[config.mk]
export PLATFORM = sky130hd
export DESIGN_NAME = cmp_slice_accum
export DESIGN_NICKNAME = d
export VERILOG_FILES = /design/src/rtl/cmp_pkg.sv /design/src/rtl/cmp_onehot_chk.sv /design/src/rtl/cmp_slice_accum.sv
export SDC_FILE = /design/constraint.sdc
export NUM_CORES = 1
export LEC_CHECK = 0
export BUFFER_PORTS_ARGS = -buffer_cell sky130_fd_sc_hd__buf_4
export CAP_MARGIN = 0
export CORE_AREA = 2 2 39 41
export DETAILED_ROUTE_END_ITERATION = 10
export DIE_AREA = 0 0 41 43
export PLACE_DENSITY = 0.6
export SYNTH_ARGS = -nofsm -noshare
export SYNTH_HDL_FRONTEND = slang
export SYNTH_SLANG_ARGS = --single-unit
[constraint.sdc]
create_clock -name clk -period 1.51 [get_ports clk]
set_input_delay 0.302 -clock clk [delete_from_list [all_inputs] [get_ports clk]]
set_output_delay 0.302 -clock clk [all_outputs]
set_load 0.01 [all_outputs]
[src/rtl/cmp_pkg.sv]
// Shared types and constants for the slice-serial magnitude comparator accumulator.
package cmp_pkg;

    localparam int CMP_SLICE_W = 2;

    typedef enum logic [1:0] {
        IDLE,
        ACCUM,
        DONE
    } state_t;

    typedef struct packed {
        logic abigger;
        logic asmaller;
        logic same;
    } cmp_res_t;

endpackage

[src/rtl/cmp_onehot_chk.sv]
// Flags whether a 3-bit per-slice comparator result is exactly one-hot.
module cmp_onehot_chk (
    input  logic [2:0] bits,
    output logic       onehot_ok
);

    always_comb begin
        onehot_ok = 1'b0;
        case (bits)
            3'b001, 3'b010, 3'b100: onehot_ok = 1'b1;
            default:                onehot_ok = 1'b0;
        endcase
    end

endmodule

[src/rtl/cmp_slice_accum.sv]
// Folds MSB-first 2-bit slice comparisons into one wide A-vs-B result.
// Optional macro CMP_EARLY_EXIT_EN finishes on the first deciding slice.
module cmp_slice_accum
    import cmp_pkg::*;
#(
    parameter int NUM_SLICES = 4
) (
    input  logic clk,
    input  logic rst_n,
    input  logic start,
    input  logic slice_vld,
    input  logic abigger,
    input  logic asmaller,
    input  logic same,
    output logic busy,
    output logic done,
    output logic res_abigger,
    output logic res_asmaller,
    output logic res_same,
    output logic err
);

    localparam int CNT_W = $clog2(NUM_SLICES);
    localparam logic [CNT_W-1:0] LAST_IDX = CNT_W'(NUM_SLICES - 1);

    state_t           state, state_n;
    logic [CNT_W-1:0] count, count_n;
    logic             decided, decided_n;
    cmp_res_t         res_q, res_n;
    logic             err_n;
    logic             onehot_ok;
    logic             deciding;

    cmp_onehot_chk u_onehot_chk (
        .bits      ({abigger, asmaller, same}),
        .onehot_ok (onehot_ok)
    );

    // The first non-equal slice (most significant) fixes the outcome.
    assign deciding = !decided && (abigger || asmaller);

    always_ff @(posedge clk or negedge rst_n) begin
        if (!rst_n) begin
            state   <= IDLE;
            count   <= '0;
            decided <= 1'b0;
            res_q   <= '0;
            err     <= 1'b0;
            busy    <= 1'b0;
            done    <= 1'b0;
        end else begin
            state   <= state_n;
            count   <= count_n;
            decided <= decided_n;
            res_q   <= res_n;
            err     <= err_n;
            busy    <= (state_n == ACCUM);
            done    <= (state_n == DONE);
        end
    end

    always_comb begin
        state_n   = state;
        count_n   = count;
        decided_n = decided;
        res_n     = res_q;
        err_n     = err;
        case (state)
            IDLE, DONE: begin
                state_n = IDLE;
                if (start) begin
                    state_n   = ACCUM;
                    count_n   = '0;
                    decided_n = 1'b0;
                    res_n     = '0;
                    err_n     = 1'b0;
                end
            end
            ACCUM: begin
                if (slice_vld) begin
                    if (!onehot_ok) begin
                        err_n   = 1'b1;
                        res_n   = '0;
                        state_n = DONE;
                    end else begin
                        if (deciding) begin
                            decided_n      = 1'b1;
                            res_n.abigger  = abigger;
                            res_n.asmaller = asmaller;
                        end
                        // Count is held on the final slice rather than wrapping.
                        if (count == LAST_IDX) begin
                            state_n = DONE;
                            if (!decided && same) begin
                                res_n.same = 1'b1;
                            end
                        end else begin
                            count_n = count + 1'b1;
                        end
`ifdef CMP_EARLY_EXIT_EN
                        if (deciding) begin
                            state_n = DONE;
                        end
`endif
                    end
                end
            end
            default: state_n = IDLE;
        endcase
    end

    assign res_abigger  = res_q.abigger;
    assign res_asmaller = res_q.asmaller;
    assign res_same     = res_q.same;

endmodule

==> reports/results.txt <==
CTS sink count: 11
CTS tree: built
worst path cell trace: nand2b_1, a21oi_1, o21a_1, o32ai_1
drt pass-1 iters: 4
largest net degree at the start of global routing: 12
clock tree buffer depth: 2
crit path DAT: 1.44 ns
Netlist cell types: 23
antenna violations before repair: 0
layout cells sized above 1: 0.3030
CTS Hold Bufs: 1
Initial Util: 0.3761
cell accounting for the most synthesized area: dfrtp_1
core area: 1384 um^2
slowest stage delay, CP: 0.41 ns
Primary FF master, synth: dfrtp_1
Hold Path Depth: 3
DRT Wirelength: 982 um
Net Count, Synth: 56
CP endpoint kind: register
FF-to-FF path depth: 4
VDD IR-drop max: 658.8 uV
Diodes inserted: 0
period utilization: 0.8523
Max-Cap Viols: 0
Post-synth ARST share: 1.000
Sum Neg Setup Slack: 0 ns
WS Path Type: reg2reg
top cells by area, synth: dfrtp_1, nor2_1, o21a_1
number of synthesis warnings: 0
RSZ-0062 raised after global routing: false
DP HPWL: 748.8 um
die width: 41 um
Seq. cell area: 275.3 um^2
count leader, synth: dfrtp_1
H-Tree Depth: 1
via count: 386
Power Dens Cells: 1442 nW/um^2
CP startpoint kind: register
Util after Layout: 0.4892
Root Buffer: clkbuf_4
first-pass GRT wire length: 1.600 mm
Final Hold Fails: 0
Simple-Gate Fraction of Synth Area: 0.1683
Fill cells: 136
Mapped Avg Cell Area: 10.84 um^2
Layout area overhead: 30.05%
min cycle time layout: 1.287 ns
GRT overflow: 0
Worst-Margin Slew: 0.2559 ns
synthesized area: 520.5 um^2
fmax: 777.0 MHz
cts bufs inserted: 3
largest family of logic cells by synthesized area: compound AO/OA/AOI/OAI gates
Yosys reg bits: 11
multi-input logic area: 229.0 um^2
die height: 43 um
Design Area, Final: 676.9 um^2
Max Slew Vio Count: 0
share of the synthesized area in the top cell type: 0.5288
post-synthesis mux area share: 0.03846
status: finished clean
CP max-delay cell: dfrtp_1
post_cts resized: 0
Die ar.: 1763 um^2
Core Rows: 14
antenna viol nets, final: 0
GRT Total Usage: 0.1410
CP Max Fanout: 5
Leak: 0.3215 nW
Worst Skew: 0.001215 ns
vias in the first global route: 390
worst rel slew slack: 0.8283
gpl congestion: 0.7450
placed inst area: 640.6 um^2
residual DRC count: 0
Post-synth EDFFs: 0
Data required, critical path: 1.67 ns
port buffer count: 12
nets: 75
Post-Syn Instances: 48
xor/xnor share of the synthesized area: 0.01683
Final setup viols: 0
Seq/Total Area, Yosys: 0.5288
Clock transition at path regs: 0.07 ns
starting DRC count in detailed routing: 6
DR vias/cell: 4.707
Synth top cells by count: dfrtp_1, nor2_1, inv_1, o21a_1, o21ai_1
Compound-Gate Fraction of Synth Area: 0.1923
Synth Area in Adders: 0.02404
clk_lat worst skew: 0.27 ns
# IOs: 13
routed len/inst: 11.98 um
setup repair bufs after CTS: 0
hold crit path type: in2reg
[cell type report]
cell class | count | area share
sequential | 11 | 0.4067
multi-input combinational | 33 | 0.3383
timing repair buffer | 15 | 0.1701
clock buffer | 4 | 0.03882
tap | 16 | 0.02957
inverter | 3 | 0.01664
[layout by cell type, fill, tap and decap left out, drive strengths merged]
master       synthesis  routed
nor3b                1       1
nor3                 1       1
nor2                 7       7
o21a                 3       3
dlygate4sd3          0       1
a22oi                1       1
o21ba                1       1
clkbuf               0       4
o32ai                1       1
ha                   1       1
or3                  1       1
a21oi                1       1
buf                  1      14
dfrtp               11      11
xnor2                1       1
a22o                 1       1
nand2b               2       2
inv                  3       3
nand2                2       2
a31oi                1       1
o21ai                3       3
mux2i                2       2
o21bai               1       1
a211o                1       1
nand3b               1       1
[cells by family (layout without fill, tap and decap cells)]
group,after synthesis,after routing
adder cells (fa/ha/maj),1,1
XOR/XNOR,1,1
AND/OR/NAND/NOR,15,15
flip-flops,11,11
AO/OA/AOI/OAI,14,14
buffers and inverters,4,22
multiplexers,2,2
[flip-flops by register name (all words and copies together), names as in the netlist]
name,cells
state,2
done,1
res_abigger,1
busy,1
res_same,1
res_asmaller,1
err,1
decided,1
count,2
[metrics by stage]
| step | setup slack, ns | power, mW | hold slack, ns | instances |
|---|---|---|---|---|
| CTS | 0.2196 | 0.9896 | 0.3043 | 82 |
| finish | 0.2230 | 0.9760 | 0.3118 | 82 |
| global placement | 0.1564 | 0.7729 | 0.1437 | 77 |
| global route | 0.1449 | 1.056 | 0.3246 | 82 |
| floorplan | 0.2629 | 0.6331 | 0.006409 | 48 |
| detailed placement | 0.1360 | 0.7776 | 0.1461 | 77 |
[routing by layer]
layer	GRT usage	vias up	part of all wire
li1	-	202	-
met1	0.1628	171	0.46
met2	0.2063	9	0.47
met3	0.03141	4	0.044
met4	0.1200	0	0.030
met5	0	-	0
[critical path: cells and delay by family (launching register included)]
family | cells | cell delay, ns
AND/OR/NAND/NOR | 1 | 0.23
flip-flops | 1 | 0.41
AO/OA/AOI/OAI | 3 | 0.53
[power breakdown]
group          switching (mW)  total (mW)  internal, mW
sequential             0.0474       0.425         0.378
combinational           0.171       0.343         0.173
clock                   0.105       0.207         0.102
[final timing paths]
| kind | start | endpoint | slack, ns |
|---|---|---|---|
| max | state[0] | res_abigger | 0.22 |
| min | same | res_same | 0.31 |
| max in group asynchronous | rst_n | res_asmaller | 0.97 |
| min in group asynchronous | rst_n | busy | 0.39 |
| max reg2reg | state[0] | res_abigger | 0.22 |
| min reg2reg | count[0] | count[0] | 0.49 |
Power figures use the tool's default switching activity.
